**src/rtl/register_32bits.sv**
```systemverilog
// 32-bit load-enabled register with a combinational complement output.
// Optional synchronous clear is compiled in when REG_SYNC_CLR_EN is defined.
module register_32bits #(
  parameter int unsigned           WIDTH       = 32,
  parameter logic [WIDTH-1:0]      RESET_VALUE = '0
) (
  input  logic             clk,
  input  logic             rst_n,
  input  logic             enable,
`ifdef REG_SYNC_CLR_EN
  input  logic             clr,
`endif
  input  logic [WIDTH-1:0] D,
  output logic [WIDTH-1:0] Q,
  output logic [WIDTH-1:0] Q_comp
);

  logic [WIDTH-1:0] q_reg;

`ifdef REG_SYNC_CLR_EN
  // clr outranks enable; the async reset outranks both.
  always_ff @(posedge clk or negedge rst_n) begin
    if (!rst_n)      q_reg <= RESET_VALUE;
    else if (clr)    q_reg <= RESET_VALUE;
    else if (enable) q_reg <= D;
  end
`else
  always_ff @(posedge clk or negedge rst_n) begin
    if (!rst_n)      q_reg <= RESET_VALUE;
    else if (enable) q_reg <= D;
  end
`endif

  // Complement is derived from the stored word, so it tracks Q even during reset.
  always_comb begin
    Q      = q_reg;
    Q_comp = ~q_reg;
  end

endmodule

```
**config.mk**
```make
export PLATFORM = sky130hd
export DESIGN_NAME = register_32bits
export DESIGN_NICKNAME = d
export VERILOG_FILES = /design/src/rtl/register_32bits.sv
export SDC_FILE = /design/constraint.sdc
export NUM_CORES = 1
export LEC_CHECK = 0
export CORE_MARGIN = 5
export CORE_UTILIZATION = 35
export CTS_BUF_LIST = sky130_fd_sc_hd__clkbuf_16
export DETAILED_ROUTE_END_ITERATION = 16
export GPL_ROUTABILITY_DRIVEN = 0
export PLACE_DENSITY = 0.84
export REMOVE_ABC_BUFFERS = 1
export SKIP_LAST_GASP = 1
export SYNTH_ARGS = -nofsm -noshare
export SYNTH_HDL_FRONTEND = slang
export SYNTH_SLANG_ARGS = --single-unit
```
**constraint.sdc**
```tcl
create_clock -name clk -period 1.1 [get_ports clk]
set_clock_uncertainty 0.2 [all_clocks]
set_input_delay 0.275 -clock clk [delete_from_list [all_inputs] [get_ports clk]]
set_output_delay 0.275 -clock clk [all_outputs]
set_load 0.01 [all_outputs]
```
==> flow_metrics.tcl, run 1 <==
set metrics [dict create \
    run_status "complete, but fails checks" \
    violations "negative setup slack" \
    final_cell_mix "buf_2, clkdlybuf4s50_1, dfrtp_1, mux2_4, buf_6" \
    synth_cell_types 6 \
    clock_power_share_pct 33.4 \
    cts_root_buf "clkbuf_16" \
    postLayoutCellArea_sq_um 2664 \
    die_x_um 74.70 \
    hold_ws_ps 180.7 \
    fmax_ghz 0.7501 \
    clkSinkCount 32 \
    wl_met2_mm 1.988 \
    max_slew_margin_pct 87.90 \
    grt.total_usage_pct 14.27 \
    wl_per_cell_um 14.21 \
    largest_register_ffs 32 \
    switchingPower_mw 0.9278 \
    powerDensity_nw_per_um2 1395 \
    overflow 0 \
    end_kind "output port" \
    drcViolationCount 0 \
    start_util_pct 36.37 \
    drt_iter0_drc 14 \
    routed_wl_mm 3.994 \
    final_common_cell "buf_2" \
    highest_layer "met4" \
    post_dp_cell_area_sq_um 2613 \
    clk_path_buf_depth 2 \
    dieArea_sq_um 5580 \
    share_comb_of_total_power_pct 28.8 \
    hp-class "input pin to asynchronous set/reset pin" \
    setup_viol 74 \
    cts_buffers 5 \
    hold_violations 0 \
    grt_max_degree 33 \
    port_buffers 98 \
    layout.nets 265 \
    synth-seq-area-share_pct 54.65 \
    p_total_mw 3.716 \
    yosysWarnings 0 \
    syn_area_sq_um 1465 \
    cts_tree "yes" \
    arrival_ps 860 \
    wl_met1_mm 1.592 \
    die_h_um 74.70 \
    vdd_drop_max_mv 0.7557 \
    num_io_pins 99 \
    htreeDepth 2 \
    hpwl_mm 2.905 \
    vias 1178 \
    drv.max_cap_violation_count 0 \
    netlist_instances 100 \
    diodes 0 \
    worstPathMaxFanout 3 \
    max_stage_delay_ps 410 \
    path_buf_inv 2 \
    rsz0062_at_grt "true" \
    dr.pass1.iters 4 \
    utilization_pct 66.12 \
    fp-row-count 23 \
    ys_ff_latch 32 \
    switching_share_pct 24.97 \
    cp.required_ps 620 \
    p_int_mw 2.788 \
    min_period_over_period_pct 121.2 \
    postCtsHoldBufs 0 \
    seq_power_share_pct 37.8 \
    clk_latency_ps 260 \
    ant_nets 0 \
    met3_length_um 403 \
    postSynthAreaPerCell_sq_um 14.65 \
    crit_path_cell_trace "inv_1 > buf_2" \
    critPathTopFamily "flip-flops" \
    start_kind "flip-flop" \
    fin_crit_ps 1333 \
    routed_via_density 4.192 \
    leakage_nw 1.460 \
    worst_pin_slew_ps 181.5 \
    coreArea_sq_um 4029 \
    clk_pin_slew_ps 50 \
    layout-drive-gt1-share_pct 58.87 \
    setup_ws_ps -233.2 \
    grt_pass1_vias 1311 \
    grt_pass1_wl_mm 6.030 \
    area_growth_pct 81.81 \
    crit_type "flip-flop to output port" \
    slowest_stage "dfrtp_1" \
    slew_viol_final 0 \
    grt_antenna_before_repair 0 \
]
==> metal layers <==
| layer | global-route usage [%] | vias up |
|---|---|---|
| li1 | - | 558 |
| met1 | 16.46 | 558 |
| met2 | 25.07 | 60 |
| met3 | 4.940 | 2 |
| met4 | 4.150 | 0 |
| met5 | 0 | - |
==> what timing repair did <==
action / 4_1_cts / 5_1_grt
setup buffers: 15 / 12
endpoints found under the setup margin: 70 / 84
gates resized for setup: 264 / 29
==> through the flow <==
| stage | std cells | setup TNS [ps] | worst slack (ps) |
|---|---|---|---|
| 2_1_floorplan | 96 | 0 | 108.5 |
| 3_3_place_gp | 263 | -23720 | -348.0 |
| 3_5_place_dp | 263 | -24650 | -370.1 |
| 4_1_cts | 284 | -13530 | -236.5 |
| 5_1_grt | 281 | -15390 | -264.6 |
| 6_report | 281 | -12850 | -233.2 |
==> Yosys cell counts, drive strengths merged <==
cell	instances	area, sq um
mux2	32	473.0
inv	32	120.1
buf	4	71.32
dfrtp	32	800.8
==> layout make-up <==
cell class | count | area, sq um
Tap cell | 50 | 62.56
Clock inverter | 3 | 11.26
Multi-Input combinational cell | 32 | 476.7
Fill cell | 343 | 1365
Clock buffer | 5 | 125.1
Timing Repair Buffer | 127 | 1067
Inverter | 32 | 120.1
Sequential cell | 32 | 800.8
==> cells by family after synthesis <==
kind of cell	share of synthesized area, %
flops	54.65
mux	32.28
buf+inv	13.07
==> worst reg2reg max path, stage by stage (launching register included) <==
cell and delay (ps):
dfrtp_1 390, buf_4 140, buf_4 120, mux2_4 250
==> path summary, 6_finish.rpt <==
path / startpoint / to / slack (ps) / depth (start not counted)
setup / recovery: Q[26] / Q_comp[26] / -230 / 2
hold / removal: rst_n / Q[2] / 180 / 2
setup reg to reg: Q[16] / Q[16] / -110 / 3
hold reg to reg: Q[14] / Q[14] / 330 / 1
max in group asynchronous: rst_n / Q[28] / 340 / 2
min in group clk: enable / Q[18] / 320 / 3
==> power by group through the flow <==
stage	logic, mW	clock network, mW	registers [mW]
floorplan	0.297	0	1.46
global placement	1.13	0	1.40
detailed placement	1.14	0	1.41
CTS	1.01	1.29	1.39
global route	1.15	1.33	1.42
finish	1.07	1.24	1.41
(Power assumes the default switching activity.)
==> inputs of run 2 (changes only) <==
Settings changed: CTS_CLUSTER_DIAMETER from default to 30.
==> results of run 2 <==
The final DEF is identical to that of run 1; final timing and power are the same.
==> inputs of run 3 (changes only) <==
Clock period 1.1 ns to 1.3 ns, I/O delays scaled along.
==> run 3 against run 2 <==
The flow still finishes with violations (negative setup slack). Via count is 0.25% lower. Utilization down 0.53 points. Die area is the same. Setup slack gained 160 ps. Clock power shrank 15%. Critical path depth did not move. Cell count increased by 2.1%. Routed wire length down 6.3%. Highest routed layer unchanged.
==> flow_metrics.tcl, run 3 (synthesized netlist as in run 1, its figures left out) <==
set metrics [dict create \
    run_status "complete, but fails checks" \
    violations "negative setup slack" \
    wl_per_cell_um 13.03 \
    end_kind "output port" \
    drv.max_cap_violation_count 0 \
    postCtsHoldBufs 0 \
    drcViolationCount 0 \
    powerDensity_nw_per_um2 1178 \
    gr-max-usage-layer "met2" \
    pre_cts_slack_ps -203.5 \
    start_kind "flip-flop" \
    min_period_over_period_pct 105.4 \
    die_h_um 74.70 \
    slew_viol_final 0 \
    fmax_ghz 0.7300 \
    cts_tree "yes" \
    final_cell_mix "buf_2, clkdlybuf4s50_1, dfrtp_1, buf_4" \
    cts_buffers 5 \
    drt_iter0_drc 23 \
    fin_crit_ps 1370 \
    worstPathMaxFanout 3 \
    coreArea_sq_um 4029 \
    routed_via_density 4.094 \
    hpwl_mm 2.823 \
    clk_latency_ps 270 \
    grt_pass1_wl_mm 5.961 \
    cts_root_buf "clkbuf_16" \
    start_util_pct 36.37 \
    fp-row-count 23 \
    layout.nets 271 \
    crit_type "flip-flop to output port" \
    htreeDepth 2 \
    utilization_pct 65.59 \
    setup_ws_ps -69.95 \
    hp-class "input pin to asynchronous set/reset pin" \
    grt_use_met2_pct 24.59 \
    grt.total_usage_pct 14.25 \
    leakage_nw 1.465 \
    num_io_pins 99 \
    clk_path_buf_depth 2 \
    grt_antenna_before_repair 0 \
    grt_max_degree 33 \
    grt_pass1_vias 1289 \
    max_slew_margin_pct 88.37 \
    vias 1175 \
    final_common_cell "buf_2" \
    arrival_ps 840 \
    area_growth_pct 80.36 \
    worst_pin_slew_ps 174.5 \
    diodes 0 \
    largest_register_ffs 32 \
    overflow 0 \
    grtUsageMet1_pct 15.81 \
    die_x_um 74.70 \
    vdd_drop_max_mv 0.5777 \
    grt_use_met3_pct 6.142 \
    ant_nets 0 \
    clkSinkCount 32 \
    port_buffers 98 \
    routed_wl_mm 3.741 \
    setup_viol 67 \
    rsz0062_at_grt "true" \
    clk_pin_slew_ps 50 \
    dr.pass1.iters 3 \
    p_total_mw 3.113 \
    hold_violations 0 \
    hold_ws_ps 239.4 \
    layout-drive-gt1-share_pct 59.49 \
    cp.required_ps 770 \
    dieArea_sq_um 5580 \
]
run 3: cell types whose count changed in the layout (fill, tap and decap cells not counted):
cell,delta
buf_2,+1
buf_6,-16
buf_4,+21
mux2_2,+1
mux2_4,-1
inv_2,-1
inv_1,+1
run 3: worst paths after layout:
kind / start / to / slack, ps / depth (start not counted)
setup / recovery: Q[24] / Q_comp[24] / -70 / 2
hold / removal: rst_n / Q[15] / 240 / 2
setup reg to reg: Q[17] / Q[17] / -50 / 4
hold reg to reg: Q[5] / Q[5] / 330 / 1
max in group asynchronous: rst_n / Q[27] / 490 / 2
min in group clk: Q[5] / Q[5] / 330 / 1
run 3: worst max-delay path, stage by stage (launching register included):
cell and delay, ps:
dfrtp_1 420, inv_2 70, buf_6 90
run 3: metrics by stage:
step	cells	TNS (ps)	cell area (sq um)
CTS	281	-3090	2529
global route	287	-5206	2643
global placement	263	-9448	2613
finish	287	-2387	2643
floorplan	96	0	1394
detailed placement	263	-10010	2613
run 3: cell type report:
| cell class | count | area, sq um |
|---|---|---|
| Inverter | 32 | 120.1 |
| Clock buffer | 5 | 125.1 |
| Sequential cell | 32 | 800.8 |
| Multi-Input combinational cell | 32 | 473.0 |
| Tap cell | 50 | 62.56 |
| Clock inverter | 3 | 11.26 |
| Timing Repair Buffer | 133 | 1050 |
| Fill cell | 326 | 1386 |
run 3: what timing repair did:
| action | CTS | global route |
|---|---|---|
| resized for setup | 260 | 15 |
| endpoints found under the hold margin | 0 | 0 |
| setup buffers | 10 | 6 |
| endpoints found under the setup margin | 64 | 64 |
run 3: layer usage:
metal / share of wire, % / vias up / wire, um
li1: - / 573 / -
met1: 40 / 536 / 1488
met2: 48 / 62 / 1782
met3: 12 / 4 / 446
met4: 0.64 / 0 / 24
met5: 0 / - / 0
run 3: power by group:
part / switching [mW] / total, mW / leakage, nW / internal, mW
sequential: 0.0786 / 1.18 / 0.374 / 1.10
clock: 0.362 / 1.05 / 0.0738 / 0.685
combinational: 0.325 / 0.888 / 1.02 / 0.562
